[config.mk]
export PLATFORM = sky130hd
export DESIGN_NAME = scan_ctrl_l1
export DESIGN_NICKNAME = d
export VERILOG_FILES = /design/src/rtl/scan_ctrl_l1.sv
export SDC_FILE = /design/constraint.sdc
export NUM_CORES = 1
export LEC_CHECK = 0
export ABC_AREA = 0
export BUFFER_PORTS_ARGS = -buffer_cell sky130_fd_sc_hd__buf_2
export CAP_MARGIN = 25
export CORE_MARGIN = 1
export CORE_UTILIZATION = 35
export DETAILED_ROUTE_END_ITERATION = 7
export PLACE_DENSITY_LB_ADDON = 0.25
export SLEW_MARGIN = 10
export SYNTH_ARGS = -nofsm -noshare
export SYNTH_HDL_FRONTEND = slang
export SYNTH_SLANG_ARGS = --single-unit
[constraint.sdc]
create_clock -name clk -period 1.4 [get_ports clk]
set_input_delay 0.14 -clock clk [delete_from_list [all_inputs] [get_ports clk]]
set_output_delay 0.14 -clock clk [all_outputs]
set_load 0.005 [all_outputs]
[src/rtl/scan_ctrl_l1.sv]
// Layer-1 window-scan initiator.
// Walks the output coordinates with x innermost, then y, then k, and j outermost.
// At the end of each row it sends x_zero to the temp phase counter.
// It then stalls until that counter answers with temp_done.
// Handshake: x_zero is a one-cycle request. temp_done is honoured only while in WAIT,
// and it is sampled on every WAIT cycle, including the cycle in which x_zero is high.
// Stray temp_done pulses seen in other states are dropped.
module scan_ctrl_l1 #(
    parameter int X_DIM = 29,
    parameter int Y_DIM = 29,
    parameter int K_DIM = 2,
    parameter int J_DIM = 2,
    parameter int XW    = (X_DIM > 1) ? $clog2(X_DIM) : 1,
    parameter int YW    = (Y_DIM > 1) ? $clog2(Y_DIM) : 1,
    parameter int KW    = (K_DIM > 1) ? $clog2(K_DIM) : 1,
    parameter int JW    = (J_DIM > 1) ? $clog2(J_DIM) : 1
) (
    input  logic          clk,
    input  logic          rst,
    input  logic          start,
    input  logic          temp_done,
    output logic [XW-1:0] x,
    output logic [YW-1:0] y,
    output logic [KW-1:0] k,
    output logic [JW-1:0] j,
    output logic          addr_valid,
    output logic          x_zero,
    output logic          busy,
    output logic          done,
    output logic [1:0]    state_dbg
);

    typedef enum logic [1:0] {
        IDLE = 2'd0,
        SCAN = 2'd1,
        WAIT = 2'd2,
        FIN  = 2'd3
    } state_e;

    localparam logic [XW-1:0] X_LAST = XW'(X_DIM - 1);
    localparam logic [YW-1:0] Y_LAST = YW'(Y_DIM - 1);
    localparam logic [KW-1:0] K_LAST = KW'(K_DIM - 1);
    localparam logic [JW-1:0] J_LAST = JW'(J_DIM - 1);

    state_e        state_q, state_d;
    logic [XW-1:0] x_q, x_d;
    logic [YW-1:0] y_q, y_d;
    logic [KW-1:0] k_q, k_d;
    logic [JW-1:0] j_q, j_d;
    logic          addr_valid_q, addr_valid_d;
    logic          x_zero_q, x_zero_d;
    logic          busy_q, busy_d;
    logic          done_q, done_d;

    // Next-state and next-output logic; every output is registered from these _d values
    always_comb begin
        state_d      = state_q;
        x_d          = x_q;
        y_d          = y_q;
        k_d          = k_q;
        j_d          = j_q;
        addr_valid_d = 1'b0;
        x_zero_d     = 1'b0;
        busy_d       = busy_q;
        done_d       = 1'b0;
        case (state_q)
            IDLE: begin
                busy_d = 1'b0;
                if (start) begin
                    state_d      = SCAN;
                    x_d          = '0;
                    y_d          = '0;
                    k_d          = '0;
                    j_d          = '0;
                    addr_valid_d = 1'b1;
                    busy_d       = 1'b1;
                end
            end
            SCAN: begin
                busy_d = 1'b1;
                if (x_q != X_LAST) begin
                    x_d          = x_q + XW'(1);
                    addr_valid_d = 1'b1;
                end else begin
                    x_d      = '0;
                    x_zero_d = 1'b1;
                    state_d  = WAIT;
                end
            end
            WAIT: begin
                busy_d = 1'b1;
                x_d    = '0;
                if (temp_done) begin
                    if (y_q == Y_LAST && k_q == K_LAST && j_q == J_LAST) begin
                        // Last row done: clear the coordinates and pulse done while busy drops
                        state_d = FIN;
                        y_d     = '0;
                        k_d     = '0;
                        j_d     = '0;
                        busy_d  = 1'b0;
                        done_d  = 1'b1;
                    end else begin
                        state_d      = SCAN;
                        addr_valid_d = 1'b1;
                        if (y_q != Y_LAST) begin
                            y_d = y_q + YW'(1);
                        end else begin
                            y_d = '0;
                            if (k_q != K_LAST) begin
                                k_d = k_q + KW'(1);
                            end else begin
                                k_d = '0;
                                j_d = j_q + JW'(1);
                            end
                        end
                    end
                end
            end
            FIN: begin
                state_d = IDLE;
                busy_d  = 1'b0;
            end
            default: begin
                state_d = IDLE;
                busy_d  = 1'b0;
            end
        endcase
    end

    // State and output registers; an asynchronous reset aborts any scan in progress
    always_ff @(posedge clk or posedge rst) begin
        if (rst) begin
            state_q      <= IDLE;
            x_q          <= '0;
            y_q          <= '0;
            k_q          <= '0;
            j_q          <= '0;
            addr_valid_q <= 1'b0;
            x_zero_q     <= 1'b0;
            busy_q       <= 1'b0;
            done_q       <= 1'b0;
        end else begin
            state_q      <= state_d;
            x_q          <= x_d;
            y_q          <= y_d;
            k_q          <= k_d;
            j_q          <= j_d;
            addr_valid_q <= addr_valid_d;
            x_zero_q     <= x_zero_d;
            busy_q       <= busy_d;
            done_q       <= done_d;
        end
    end

    assign x          = x_q;
    assign y          = y_q;
    assign k          = k_q;
    assign j          = j_q;
    assign addr_valid = addr_valid_q;
    assign x_zero     = x_zero_q;
    assign busy       = busy_q;
    assign done       = done_q;
    assign state_dbg  = state_q;

endmodule

### Word-level counts from Yosys, hierarchy flattened

Index checks and enable logic that the tools add are counted.

| word-level totals | value |
|---|---|
| memories kept | 0 |
| output and inout bits | 18 |
| flip-flop bits (word level) | 18 |
| logic and storage cells | 69 |
| bits in writable memories | 0 |
| input bits | 4 |
| latch bits | 0 |
| ROM bits | 0 |

| cells by class | value |
|---|---|
| equality and inequality tests | 11 |
| bitwise gates (word level) | 0 |
| $mul | 0 |
| add/sub/neg operators | 4 |
| $lt $le $gt $ge | 0 |
| divide/modulo/power cells | 0 |
| shifts and indexed selects | 0 |
| reductions and logical operators | 10 |
| mux-type cells | 35 |

Operator list:

| kind | count |
|---|---|
| 2-to-1 mux 5 bit | 5 |
| 2-to-1 mux 1 bit | 19 |
| one-hot mux 5 bit (3 select lines) | 1 |
| adder 5 x 1 -> 5 bit, second input constant | 2 |
| != test 5 bit, second input constant | 2 |
| one-hot mux 5 bit (2 select lines) | 1 |
| 2-to-1 mux 2 bit | 4 |
| one-hot mux 2 bit (4 select lines) | 1 |
| != test 2 bit, second input constant | 3 |
| != test 3 bit, second input constant | 2 |
| AND reduction 3 bit | 2 |
| equality test 5 bit, second input constant | 1 |
| AND reduction 5 bit | 1 |
| equality test 2 bit, second input constant | 2 |
| one-hot mux 1 bit (2 select lines) | 2 |
| one-hot mux 1 bit (4 select lines) | 1 |
| AND reduction 4 bit | 1 |
| one-hot mux 1 bit (3 select lines) | 1 |
| nonzero test 3 bit | 1 |
| adder 1 bit, second input constant | 2 |
| equality test 2 x 1 -> 1 bit, second input constant | 1 |
| logical AND 1 bit | 2 |
| logical NOT 2 bit | 1 |
| AND reduction 2 bit | 1 |
| nonzero test 2 bit | 1 |

### Longest topological paths before layout

| depth | value |
|---|---|
| word-level depth | 6 |
| mapped depth | 5 |
| mapped depth without buffers | 5 |

### Worst setup path before layout

Ideal clock, no wire load.

| timing | value |
|---|---|
| path kind | flip-flop to flip-flop |
| start point | reg y_q[0], in the netlist y[0] |
| end point | reg y_q[4], in the netlist y[4] |
| library setup time | 0.130 ns |
| buffers on the path | 0 |
| cell stages (with the launch flop) | 6 |
| setup slack | 0.078 ns |
| period minus slack after synthesis | 1.322 ns |
| data arrival time | 1.192 ns |
| data required time | 1.270 ns |
| cell sequence | dfrtp_1 inv_1 ha_1 nand4_2 a311oi_2 o22ai_1 |

| between the ends | value |
|---|---|
| longest elaborated chain between the ends | 6 |
| elaborated cells between the ends (all ways) | 9 |
| classes of those cells | add/sub (1); eq/ne (2); mux (4); reduce/logical (2) |

RTL lines:

| what | RTL line | source |
|---|---|---|
| from (decl) | 47 | `logic [YW-1:0] y_q, y_d;` |
| from (signal assigned) | 145 | `y_q <= y_d;` |
| parallel branches: the longest is 3 deep, another holds adder 5 x 1 -> 5 bit | n/a |  |
| 2-to-1 mux 5 bit * | 94 | `if (y_q == Y_LAST && k_q == K_LAST && j_q == J_LAST) begin` |
| 2-to-1 mux 5 bit * | 93 | `if (temp_done) begin` |
| one-hot mux 5 bit (2 select lines) * | 66 | `case (state_q)` |

Every way passes the cells marked *. The select of a mux whose other input is x is not followed.
A chain may end at the register's enable or synchronous reset.

### Worst setup path after layout

| timing | value |
|---|---|
| start point | reg y_q[1], in the netlist y[1] |
| end point | reg y_q[4], in the netlist y[4] |

Same word-level chain as after synthesis.

==> run summary <==
========================================================================================
Count of port buffers added during placement                                          21
Die Wd                                                                           54.2 um
Post-synthesis instance total                                                         95
Worst Skew                                                                      0.997 ps
Count of cells along the worst register-to-register path                               5
Number of endpoints failing setup at the final stage                                   0
Largest stage delay, worst path                                                   390 ps
Leakage dissipation                                                             0.536 nW
Post-synth cell types                                                                 31
Global placer's final weighted congestion                                          0.755
Synthesized Nets                                                                     103
GRT Total Usage                                                                    16.0%
Crit path launch                                                            y[1]$_DFFE_PP0P_
Leading cell type in the layout, fill and taps excluded                            buf_2
Achievable Freq                                                                  769 MHz
Crit Reg-Reg Startpoint                                                     y[1]$_DFFE_PP0P_
Total number of yosys warnings                                                         0
Number of maximum-capacitance violations                                               0
Final Hold Viols                                                                       0
Synth-to-Final Area Change                                                         23.3%
DRC marker count from the first detailed-route iteration                               6
Post-synthesis sequential area ratio                                               47.2%
HPWL Detailed                                                                    1510 um
Crit path max fanout                                                                   9
CP startpoint kind                                                             flip-flop
Later-pin clock latency in the skew report                                        290 ps
Global-route wire length before repair                                           3370 um
Layout filler cell count                                                             255
Critical Setup Path Class                                                        reg2reg
Height of the die                                                                54.2 um
Number of search-and-repair iterations in the first detailed-routing pass              4
Endpoint of the most critical register-to-register path                     y[4]$_DFFE_PP0P_
Minimum setup slack among reg-to-reg paths                                        100 ps
Number of diodes                                                                       0
I/O pin count                                                                         22
Final Non-Filler Cells                                                               154
List of cells traversed by the critical path                                inv_1, ha_1, nand4_4, a311oi_2, o22ai_1
Number of buffers inserted during clock tree synthesis                                 3
Nets                                                                                 134
Via Count                                                                            837
CP endpoint kind                                                               flip-flop
Remaining routing DRC violations                                                       0
Sequential fraction of design power                                                47.3%
Post-route clock period utilization                                                92.9%
Worst path bufs/invs                                                                   1
Worst path depth                                                                       5
Kind of cell with the highest combined delay on the critical path             flip-flops
Count of flip-flops with a built-in enable after synthesis                             0
Via count of the first global-routing pass                                           757
Vias per std cell                                                                   5.44
Detailed Route WL                                                                2080 um
Worst Path Required                                                              1580 ps
Power share of the clock group                                                     15.0%
Sequential Area                                                                 452 um^2
Total of flip-flops plus latches after synthesis                                      18
Worst EP arrival                                                                 1480 ps
Most frequent cells in the layout                                           21 x buf_2, 17 x dfrtp_1, 9 x o21ai_0
Initial Utilization                                                                37.8%
Floorplan row count                                                                   18
Initial antenna violation count                                                        0
Final hold slack                                                                  178 ps
Clock slew seen by the registers of the worst setup and hold paths                100 ps
Cell with the largest stage delay on the worst path                              dfrtp_1
Core area                                                                      2520 um^2
Async set or reset register ratio after synthesis                                   100%
End of the critical path                                                    y[4]$_DFFE_PP0P_
Commonest register cell after synthesis                                          dfrtp_1
P_int                                                                            1.08 mW
Fraction of layout instances using a drive strength above 1                        30.6%
Final critical path time including I/O delays and setup                          1300 ps
Maximum root-to-sink buffer count                                                      2
DP Cell Count                                                                        149
Antenna viol nets, final                                                               0
Result of the run                                                           complete, no violations
Deepest level of the CTS H-tree                                                        1
Min-delay worst type                                                              in2reg
Maximum vdd drop                                                                0.937 mV
Mean area per synthesized cell                                                 10.0 um^2
Slew Limit Fails                                                                       0
Share of total power in combinational logic                                        37.8%
Worst slew pin tran                                                               457 ps
Total Die Area                                                                 2940 um^2
Max_slew headroom                                                                  69.5%
Clock root buffer                                                               clkbuf_4
Multi-input gate area in the final layout                                       468 um^2
Power per cell area                                                         1480 nW/um^2
Switching part of the total                                                        38.4%
Clock tree sinks                                                                      18
TritonCTS clock tree                                                                done
Per-cell routed wire length                                                      13.5 um
Maximum number of pins on one net before global-route repair                          19
GR Overflow Total                                                                      0
Cell area after synthesis                                                       955 um^2
Util after Layout                                                                  46.7%
NetSw                                                                           0.671 mW
Post-layout total power                                                          1.75 mW
========================================================================================
[kinds of logic after synthesis]
group / synth area share [%]
mux: 2.36
flops: 47.2
simple gates: 20.3
compound gates: 18.7
buf+inv: 5.24
fa+ha+maj: 5.24
xor+xnor: 0.918
[layer usage]
layer	track usage, %	vias up	share of wire (%)
met5	0	-	0
met4	5.56	0	1.2
met3	3.33	4	3.7
met2	24.6	19	45
met1	22.1	403	50
li1	-	411	-
[timing repair]
item                                   in CTS  in global routing
gates resized for setup                     0                  4
hold buffers                                1                  0
buffers inserted                            0                  1
endpoints found under the hold margin      18                  0
setup endpoints to repair                   0                 14
[worst min path at each step]
stage | cells past startpoint | slack [ps] | endpoint | start
finish | 2 | 180 | busy$_DFF_PP0_ | temp_done
global placement | 3 | 170 | state_dbg[1]$_DFFE_PP0P_ | rst
detailed placement | 3 | 170 | x_zero$_DFF_PP0_ | rst
global route | 3 | 170 | addr_valid$_DFF_PP0_ | start
floorplan | 1 | 80 | addr_valid$_DFF_PP0_ | rst
CTS | 2 | 170 | busy$_DFF_PP0_ | temp_done
[flip-flops by register name (all words and copies together) (netlist names)]
register,flops
x,5
y,5
state_dbg,2
addr_valid,1
busy,1
done,1
j,1
k,1
x_zero,1
[cell type report]
| type | count | share of cell area, % |
|---|---|---|
| Clock buffer | 3 | 1.91 |
| Inverter | 8 | 2.55 |
| Multi-Input combinational cell | 66 | 39.7 |
| Sequential cell | 18 | 38.4 |
| Tap cell | 30 | 3.19 |
| Timing Repair Buffer | 29 | 14.2 |
[synth_stat cells, types with 2 or more instances]
master	n	area [um^2]
a31oi_1	4	25.0
ha_1	4	50.1
o211ai_1	4	30.0
a21o_1	2	15.0
o22ai_1	2	12.5
nand4b_1	3	26.3
nand2b_1	4	25.0
nor2_1	3	11.3
nor3_1	2	10.0
o21ai_0	9	45.0
nand3_1	6	30.0
nand4_1	3	18.8
a21oi_1	2	10.0
nor2b_1	2	12.5
dfrtp_1	18	450
inv_1	8	30.0
nand2_1	5	18.8
[power by group through the flow]
stage | sequential [mW] | combinational (mW) | clock [mW]
2_1_floorplan | 0.820 | 0.380 | 0
3_3_place_gp | 0.827 | 0.629 | 0
3_5_place_dp | 0.830 | 0.649 | 0
4_1_cts | 0.820 | 0.654 | 0.271
5_1_grt | 0.854 | 0.769 | 0.289
6_report | 0.825 | 0.659 | 0.261
[metrics by stage]
step                      cell area [um^2]  setup slack (ps)  TNS (ps)
after global placement                1120              85.4         0
after floorplan                        955              77.8         0
after global routing                  1180             -2.81     -6.29
final                                 1180              99.5         0
after detailed placement              1120              29.3         0
after CTS                             1150              20.8         0
Power figures use the tool's default switching activity.
